<file path="src/rtl/hex_uart_tx_pkg.sv">
// hex_uart_tx_pkg: shared state enum, character constants and nibble-to-ASCII helper
package hex_uart_tx_pkg;
  typedef enum logic [1:0] {IDLE, START, DATA, STOP} state_e;
  localparam logic [7:0] CHAR_CR = 8'h0D;
  localparam logic [7:0] CHAR_LF = 8'h0A;
  localparam int MSG_HEX_CHARS = 16;
  function automatic logic [7:0] nibble_to_ascii(input logic [3:0] n);
    return (n < 4'd10) ? {4'h3, n} : 8'h37 + {4'h0, n};
  endfunction
endpackage

</file>
<file path="src/rtl/uart_byte_tx.sv">
// uart_byte_tx: 8N1 byte serializer; takes the next byte in its last stop-bit cycle
import hex_uart_tx_pkg::*;
module uart_byte_tx #(
  parameter int CLKS_PER_BIT = 434
) (
  input  logic       clk,
  input  logic       rst,
  input  logic       byte_valid,
  input  logic [7:0] byte_data,
  output logic       byte_ready,
  output logic       tx
);
  localparam int CW = $clog2(CLKS_PER_BIT);
  localparam logic [CW-1:0] CNT_LAST = CW'(CLKS_PER_BIT - 1);
  state_e state_q, state_d;
  logic [CW-1:0] cnt_q, cnt_d;
  logic [2:0] bit_q, bit_d;
  logic [7:0] sh_q, sh_d;
  logic tx_q, tx_d;
  logic bit_end;
  assign bit_end = cnt_q == CNT_LAST;
  assign byte_ready = state_q == IDLE || (state_q == STOP && bit_end);
  assign tx = tx_q;
  // frame sequencing: start bit, eight data bits LSB first, stop bit; a new byte overrides
  always_comb begin
    state_d = state_q;
    cnt_d = (state_q == IDLE || bit_end) ? '0 : cnt_q + CW'(1);
    bit_d = bit_q;
    sh_d = sh_q;
    tx_d = tx_q;
    case (state_q)
      START: if (bit_end) begin
        state_d = DATA;
        bit_d = '0;
        tx_d = sh_q[0];
      end
      DATA: if (bit_end) begin
        if (bit_q == 3'd7) begin
          state_d = STOP;
          tx_d = 1'b1;
        end else begin
          bit_d = bit_q + 3'd1;
          sh_d = sh_q >> 1;
          tx_d = sh_q[1];
        end
      end
      STOP: if (bit_end) begin
        state_d = IDLE;
        tx_d = 1'b1;
      end
      default: ;
    endcase
    if (byte_valid && byte_ready) begin
      state_d = START;
      cnt_d = '0;
      sh_d = byte_data;
      tx_d = 1'b0;
    end
  end
  // serializer state register
  always_ff @(posedge clk) begin
    if (rst) begin
      state_q <= IDLE;
      cnt_q <= '0;
      bit_q <= '0;
      sh_q <= '0;
      tx_q <= 1'b1;
    end else begin
      state_q <= state_d;
      cnt_q <= cnt_d;
      bit_q <= bit_d;
      sh_q <= sh_d;
      tx_q <= tx_d;
    end
  end
endmodule

</file>
<file path="src/rtl/hex_uart_tx.sv">
// hex_uart_tx: streams a 64-bit word as 16 hex chars over UART; HEX_UART_TX_CRLF_EN appends CR LF
import hex_uart_tx_pkg::*;
module hex_uart_tx #(
  parameter int CLK_HZ = 50_000_000,
  parameter int BAUD = 115200
) (
  input  logic        clk,
  input  logic        rst,
  input  logic        start,
  input  logic [63:0] data,
  output logic        tx,
  output logic        busy,
  output logic        done
);
  localparam int CLKS_PER_BIT = CLK_HZ / BAUD;
`ifdef HEX_UART_TX_CRLF_EN
  localparam logic [4:0] MSG_BYTES = 5'(MSG_HEX_CHARS + 2);
`else
  localparam logic [4:0] MSG_BYTES = 5'(MSG_HEX_CHARS);
`endif
  logic busy_q, busy_d, done_q, done_d;
  logic [63:0] sr_q, sr_d;
  logic [4:0] idx_q, idx_d;
  logic byte_valid, byte_ready;
  logic [7:0] byte_data;
  assign busy = busy_q;
  assign done = done_q;
  // the first character is handed over in the accept cycle straight from data, so the
  // register holds the remaining nibbles and the index already counts that character
  always_comb begin
    byte_valid = busy_q ? idx_q != MSG_BYTES : start;
`ifdef HEX_UART_TX_CRLF_EN
    byte_data = (busy_q && idx_q == 5'(MSG_HEX_CHARS)) ? CHAR_CR :
                (busy_q && idx_q == 5'(MSG_HEX_CHARS + 1)) ? CHAR_LF :
                nibble_to_ascii(busy_q ? sr_q[63:60] : data[63:60]);
`else
    byte_data = nibble_to_ascii(busy_q ? sr_q[63:60] : data[63:60]);
`endif
    sr_d = sr_q;
    idx_d = idx_q;
    busy_d = busy_q;
    done_d = 1'b0;
    if (!busy_q && start) begin
      sr_d = {data[59:0], 4'h0};
      idx_d = 5'd1;
      busy_d = 1'b1;
    end else if (busy_q && byte_ready) begin
      if (byte_valid) begin
        sr_d = {sr_q[59:0], 4'h0};
        idx_d = idx_q + 5'd1;
      end else begin
        busy_d = 1'b0;
        done_d = 1'b1;
      end
    end
  end
  // sequencer state register
  always_ff @(posedge clk) begin
    if (rst) begin
      busy_q <= 1'b0;
      done_q <= 1'b0;
      sr_q <= '0;
      idx_q <= '0;
    end else begin
      busy_q <= busy_d;
      done_q <= done_d;
      sr_q <= sr_d;
      idx_q <= idx_d;
    end
  end
  uart_byte_tx #(.CLKS_PER_BIT(CLKS_PER_BIT)) u_byte_tx (
    .clk(clk),
    .rst(rst),
    .byte_valid(byte_valid),
    .byte_data(byte_data),
    .byte_ready(byte_ready),
    .tx(tx)
  );
endmodule

</file>
<file path="config.mk">
export PLATFORM = sky130hd
export DESIGN_NAME = hex_uart_tx
export DESIGN_NICKNAME = d
export VERILOG_FILES = /design/src/rtl/hex_uart_tx_pkg.sv /design/src/rtl/uart_byte_tx.sv /design/src/rtl/hex_uart_tx.sv
export SDC_FILE = /design/constraint.sdc
export NUM_CORES = 1
export LEC_CHECK = 0
export ABC_AREA = 1
export CAP_MARGIN = 30
export CORE_AREA = 2 2 130 132
export CTS_CLUSTER_DIAMETER = 200
export CTS_CLUSTER_SIZE = 12
export DETAILED_ROUTE_END_ITERATION = 8
export DIE_AREA = 0 0 132 134
export PLACE_DENSITY_LB_ADDON = 0.12
export SYNTH_ARGS = -nofsm -noshare
export SYNTH_HDL_FRONTEND = slang
export SYNTH_SLANG_ARGS = --single-unit
</file>
<file path="constraint.sdc">
create_clock -name clk -period 4.7 [get_ports clk]
set_input_delay 0.94 -clock clk [delete_from_list [all_inputs] [get_ports clk]]
set_output_delay 0.94 -clock clk [all_outputs]
set_load 0.005 [all_outputs]
</file>
# Yosys cells after proc, flatten, opt, wreduce, memory -nomap -nowiden

Cells that the tools add are included.

Bits in registers: 90
Bits of input ports: 67
Output and inout port bits: 3

Add/sub/neg operators: 4
$lt $le $gt $ge: 1
Equal/unequal tests: 17
Multiplexer cells: 33
Bitwise gates (word level): 1
Reductions and logical operators: 27

Operators with widths:

| operator                                                                 | number |
|---|---|
| 64-bit two-way mux                                                       | 3 |
| 8-bit two-way mux                                                        | 4 |
| 1-bit two-way mux                                                        | 14 |
| 5-bit AND reduction                                                      | 2 |
| 2-bit nonzero test                                                       | 5 |
| 9-bit by 1-bit adder with 9-bit output (second input constant)           | 1 |
| 9-bit == test (second input constant)                                    | 1 |
| 3-bit two-way mux                                                        | 3 |
| 3-bit by 1-bit inequality test with 1-bit output (second input constant) | 3 |
| 2-bit two-way mux                                                        | 4 |
| 2-bit by 1-bit inequality test with 1-bit output (second input constant) | 4 |
| 4-bit AND reduction                                                      | 2 |
| 6-bit by 4-bit adder with 7-bit output (first input constant)            | 1 |
| 7-bit two-way mux                                                        | 1 |
| 2-bit inequality test (second input constant)                            | 3 |
| 2-bit case mux with 3 select lines                                       | 1 |
| 3-bit case mux with 2 select lines                                       | 1 |
| 2-bit AND reduction                                                      | 3 |
| 3-bit OR reduction                                                       | 2 |
| 5-bit by 1-bit adder with 5-bit output (second input constant)           | 1 |
| 5-bit inequality test (second input constant)                            | 1 |
| 2-bit == test (second input constant)                                    | 2 |
| 1-bit logical AND                                                        | 4 |
| 4-bit less-than comparator (second input constant)                       | 1 |
| other kinds (14)                                                         | 16 |

# Logic depth before layout (Yosys ltp)

Depth after elaboration: 6
Depth in mapped cells: 13

# Cells and area by module

Synthesis repeated with hierarchy kept, for this count alone.

Cell total of the unflattened synthesis: 690
Area total of the unflattened synthesis: 5053.6 um^2

By module, submodules not included:

| module       | instances | cells an instance | area an instance (um^2) |
|---|---|---|---|
| hex_uart_tx  | 1         | 519               | 3834.9 |
| uart_byte_tx | 1         | 171               | 1218.7 |

# Worst setup path after synthesis

OpenSTA, ideal clock, no wires.

Kind: input to register
Start point: in data[60]
End point: reg u_byte_tx.sh_q[1]
Library setup time: 0.070 ns
Data arrival time: 1.824 ns
Required time: 4.630 ns
Setup slack: 2.806 ns
Stages on the path: 9
Path buffers: 0
Cells stage by stage: o21ai_0 -> ha_1 -> inv_1 -> nand3_1 -> nand2_1 -> inv_1 -> nand2_1 -> nand2_1 -> a21oi_1

Cells in the longest elaborated chain, start to end: 4
Elaborated cells on any way between the ends: 5
Classes of those cells: add/sub: 1; order compare: 1; mux: 3

RTL lines:

| element                                                                              | line                 | RTL |
|---|---|---|
| from (decl)                                                                          | hex_uart_tx.sv:10    | `input logic [63:0] data,` |
| 4-bit two-way mux *                                                                  | hex_uart_tx.sv:37    | `byte_data = nibble_to_ascii(busy_q ? sr_q[63:60] : data[63:60]);` |
| 6-bit by 4-bit adder with 7-bit output or 4-bit less-than comparator (tied branches) | hex_uart_tx_pkg.sv:8 | `return (n < 4'd10) ? {4'h3, n} : 8'h37 + {4'h0, n};` |
| 7-bit two-way mux *                                                                  | hex_uart_tx_pkg.sv:8 |  |
| 8-bit two-way mux *                                                                  | uart_byte_tx.sv:53   | `if (byte_valid && byte_ready) begin` |
| to (signal assigned)                                                                 | uart_byte_tx.sv:66   | `sh_q <= '0;` |
| to (signal assigned)                                                                 | uart_byte_tx.sv:72   | `sh_q <= sh_d;` |
| to (decl)                                                                            | uart_byte_tx.sv:18   | `logic [7:0] sh_q, sh_d;` |

Every way passes the cells marked *; elsewhere a longest branch is shown, timed or not.
A chain may end at the register's enable or synchronous reset.

# Worst setup path in the final report

Start point: reg busy_q, in the netlist busy
End point: out busy

RTL lines:

| element                | line              | RTL |
|---|---|---|
| from (decl)            | hex_uart_tx.sv:21 | `logic busy_q, busy_d, done_q, done_d;` |
| from (signal assigned) | hex_uart_tx.sv:65 | `busy_q <= busy_d;` |
| to (decl)              | hex_uart_tx.sv:12 | `output logic busy,` |

No word-level cell between the ends.

==> summary.md <==
| Metric | Value |
|---|---|
| Setup TNS | 0 ns |
| Worst-path clk slew | 0.06 ns |
| # Max-Cap Violations | 0 |
| Ant diodes | 0 |
| DIE WIDTH | between 100 and 150 um |
| Max IR drop VDD | 0.189 mV |
| Int Pwr | 0.00141 W |
| Syn_area_per_cell | 6.62 um^2 |
| Worst Path Required | 3.76 ns |
| Worst-skew pair later-pin latency | 0.35 ns |
| Sequential power share | 43.4% |
| Sink Count | ~90 |
| Buffer and inverter count on the worst path | 1 |
| Async set-or-reset flop fraction in the synthesized netlist | 0% |
| Flops & latches, synth | 89 |
| Switching power | 0.000572 W |
| Post-cts sizing count | 0 |
| Routed Antenna Nets | 0 |
| Die area | around 0.018 mm^2 |
| Leakage | between 2 and 2.5 nW |
| Worst Tran Pin Value | 0.925 ns |
| CP max stage delay | 0.75 ns |
| Vias in the first global route | approximately 4100 |
| WL met2 | 5.72 mm |
| Pwr/cell area | 353 mW/mm^2 |
| Syn Nets | 753 |
| Sequence of cells on the critical path | clkdlybuf4s50_1 |
| RSZ-0062 raised after global routing | no |
| Tcrit/Tclk final | between 50% and 60% |
| DRC | 0 |
| Routed WL | 12.2 mm |
| Run status | completed |
| Synthesized netlist cell count | 679 |
| Starting Density | 27.6% |
| Initial antenna violation count | 0 |
| # port buffers | 69 |
| Pre-CTS setup slack | 1.65 ns |
| CP Class | flop to output pin |
| EDFF count, synth | 0 |
| Largest net degree at the start of global routing | between 50 and 60 |
| Postcts setup bufs | 0 |
| CTS max path bufs | 2 |
| PnR worst setup slack | 2.04 ns |
| Synth Flop Type | dfxtp_1 |
| First-pass GRT wire length | 20.0 mm |
| Setup-failing EPs final | 0 |
| Root buffer cell | clkbuf_16 |
| CTS tree | done |
| Startpoint Class | flop |
| Seq/Total Area, Yosys | 39.6% |
| Fin nets | 799 |
| Slew HR | 38.3% |
| Cts hold-fix bufs | 0 |
| Layout cell share with drive strength beyond 1 | 5.35% |
| Slew Viols, Final | 0 |
| Post-DR wirelength/cell | 12.8 um |
| Std-Cell Core Area | 0.0163 mm^2 |
| Fin crit period | 2.66 ns |
| CP max-delay cell | dfxtp_1 |
| Drt pass-1 iters | 4 |
| Top delay family on crit path | flip-flops |
| Commonest non-fill, non-tap cell in the layout | nand2_1 |
| CP Max Fanout | 16 |
| Switching share of power | 28.9% |
| Synth cell types | 31 |
| HP Class | flop to flop |
| Vias per inst | 4.56 |
| Fin Clk Skew | 0.00849 ns |
| Max Used Layer | met4 |
| Comb pwr share | 19.7% |
| Crit path DAT | about 1.7 ns |
| H-tree depth | 3 |
| Gpl congestion | 0.760 |
| Yosys Warn Count | 0 |
| Synth Cell Area | 0.00449 mm^2 |
| Gr usage total | 14.0% |
| Post-DP HPWL | 8.06 mm |
| Pwr Total | approximately 0.0020 W |
| Top Ports | 70 |
| Setup crit end kind | output pin |
| Met3 routed WL | 476 um |
| Most frequent cells in the layout | 234 x nand2_1, 109 x nor2_1, 89 x dfxtp_1, 69 x clkdlybuf4s50_1, 52 x nand3_1 |
| Die height | 134 um |
| Total CTS buffers | 9 |
| Gr ovfl total | 0 |
| Num rows | 47 |
| DR iter-0 viols | ~250 |
| Fillers | 1809 |
| Hold Violations, Final | 0 |
| Via count | 4329 |
| Layout area overhead | 24.8% |
| Clock Power Share | 36.9% |
| Wire length on met1 | 5.89 mm |
| Fmax | around 380 MHz |
## sequential cells by signal, indices dropped and copies added (netlist names)
register           cells
busy                   1
done                   1
idx_q                  5
sr_q                  60
u_byte_tx.bit_q        3
u_byte_tx.cnt_q        9
u_byte_tx.sh_q         7
u_byte_tx.state_q      2
u_byte_tx.tx           1
## worst reg2reg max path: cells and delay by family, from the launching register on
family / cells / cell delay (ns)
adders and majority gates: 1 / 0.17
DFF: 1 / 0.38
and+or+nand+nor: 8 / 1.77
## cell families after synthesis
logic type / after synthesis / synth area share (%)
flops: 89 / 39.6
fa+ha+maj: 7 / 1.95
buf+inv: 73 / 7.27
compound gates: 42 / 5.04
simple gates: 458 / 44.2
xor+xnor: 10 / 1.95
## routing by layer
layer	vias to the layer above	track usage [%]
met1	1978	18.4
li1	2279	-
met5	-	0
met2	67	22.8
met4	0	4.17
met3	5	3.44
## final timing paths
check                                          end  cells past startpoint  slack, ns               start
worst min register to register  u_byte_tx.cnt_q[0]                      1       0.47  u_byte_tx.cnt_q[0]
worst max-delay path                          busy                      1       2.04                busy
worst min-delay path            u_byte_tx.cnt_q[0]                      1       0.47  u_byte_tx.cnt_q[0]
worst max register to register            sr_q[31]                      9       2.33  u_byte_tx.cnt_q[0]
## cell type report
class	count	area (um^2)	share of cell area, %
clock inverters	4	53.8	0.959
clock buffers	11	243	4.33
inverters	31	116	2.07
flip-flops and latches	89	1780	31.8
repair buffers	77	751	13.4
multi-input cells	517	2390	42.6
well taps	220	275	4.91
## power groups by stage
| stage | Sequential, W | Clock [W] | Combinational [W] |
|---|---|---|---|
| floorplan | 0.000866 | 0 | 0.000278 |
| global placement | 0.000875 | 0 | 0.000390 |
| detailed placement | 0.000877 | 0 | 0.000395 |
| CTS | 0.000860 | 0.000755 | 0.000396 |
| global route | 0.000868 | 0.000793 | 0.000448 |
| finish | 0.000860 | 0.000730 | 0.000390 |
## synth_stat cells, drive strengths merged (2+ instances only)
library cell	instances	area, um^2
nand3b	2	15.0
inv	30	113
nand3	55	298
xor2	6	52.6
nand2	239	917
a21oi	32	164
dfxtp	89	1780
clkbuf	12	45.0
xnor2	4	35.0
nor2	111	422
nand4	48	315
nor3	2	10.0
buf	30	165
o21ai	6	30.0
ha	7	87.6
a211oi	2	15.0
## through the flow
| stage | utilization (%) | hold WS, ns | instance area [um^2] | std cells |
|---|---|---|---|---|
| after floorplan | - | 0.434 | 4490 | 679 |
| after global placement | 32.6 | 0.453 | 5310 | 934 |
| after detailed placement | 32.6 | 0.468 | 5310 | 934 |
| after CTS | 34.4 | 0.483 | 5610 | 949 |
| after global routing | 34.4 | 0.503 | 5610 | 949 |
| final | 34.4 | 0.471 | 5610 | 949 |
(Power assumes the default switching activity.)
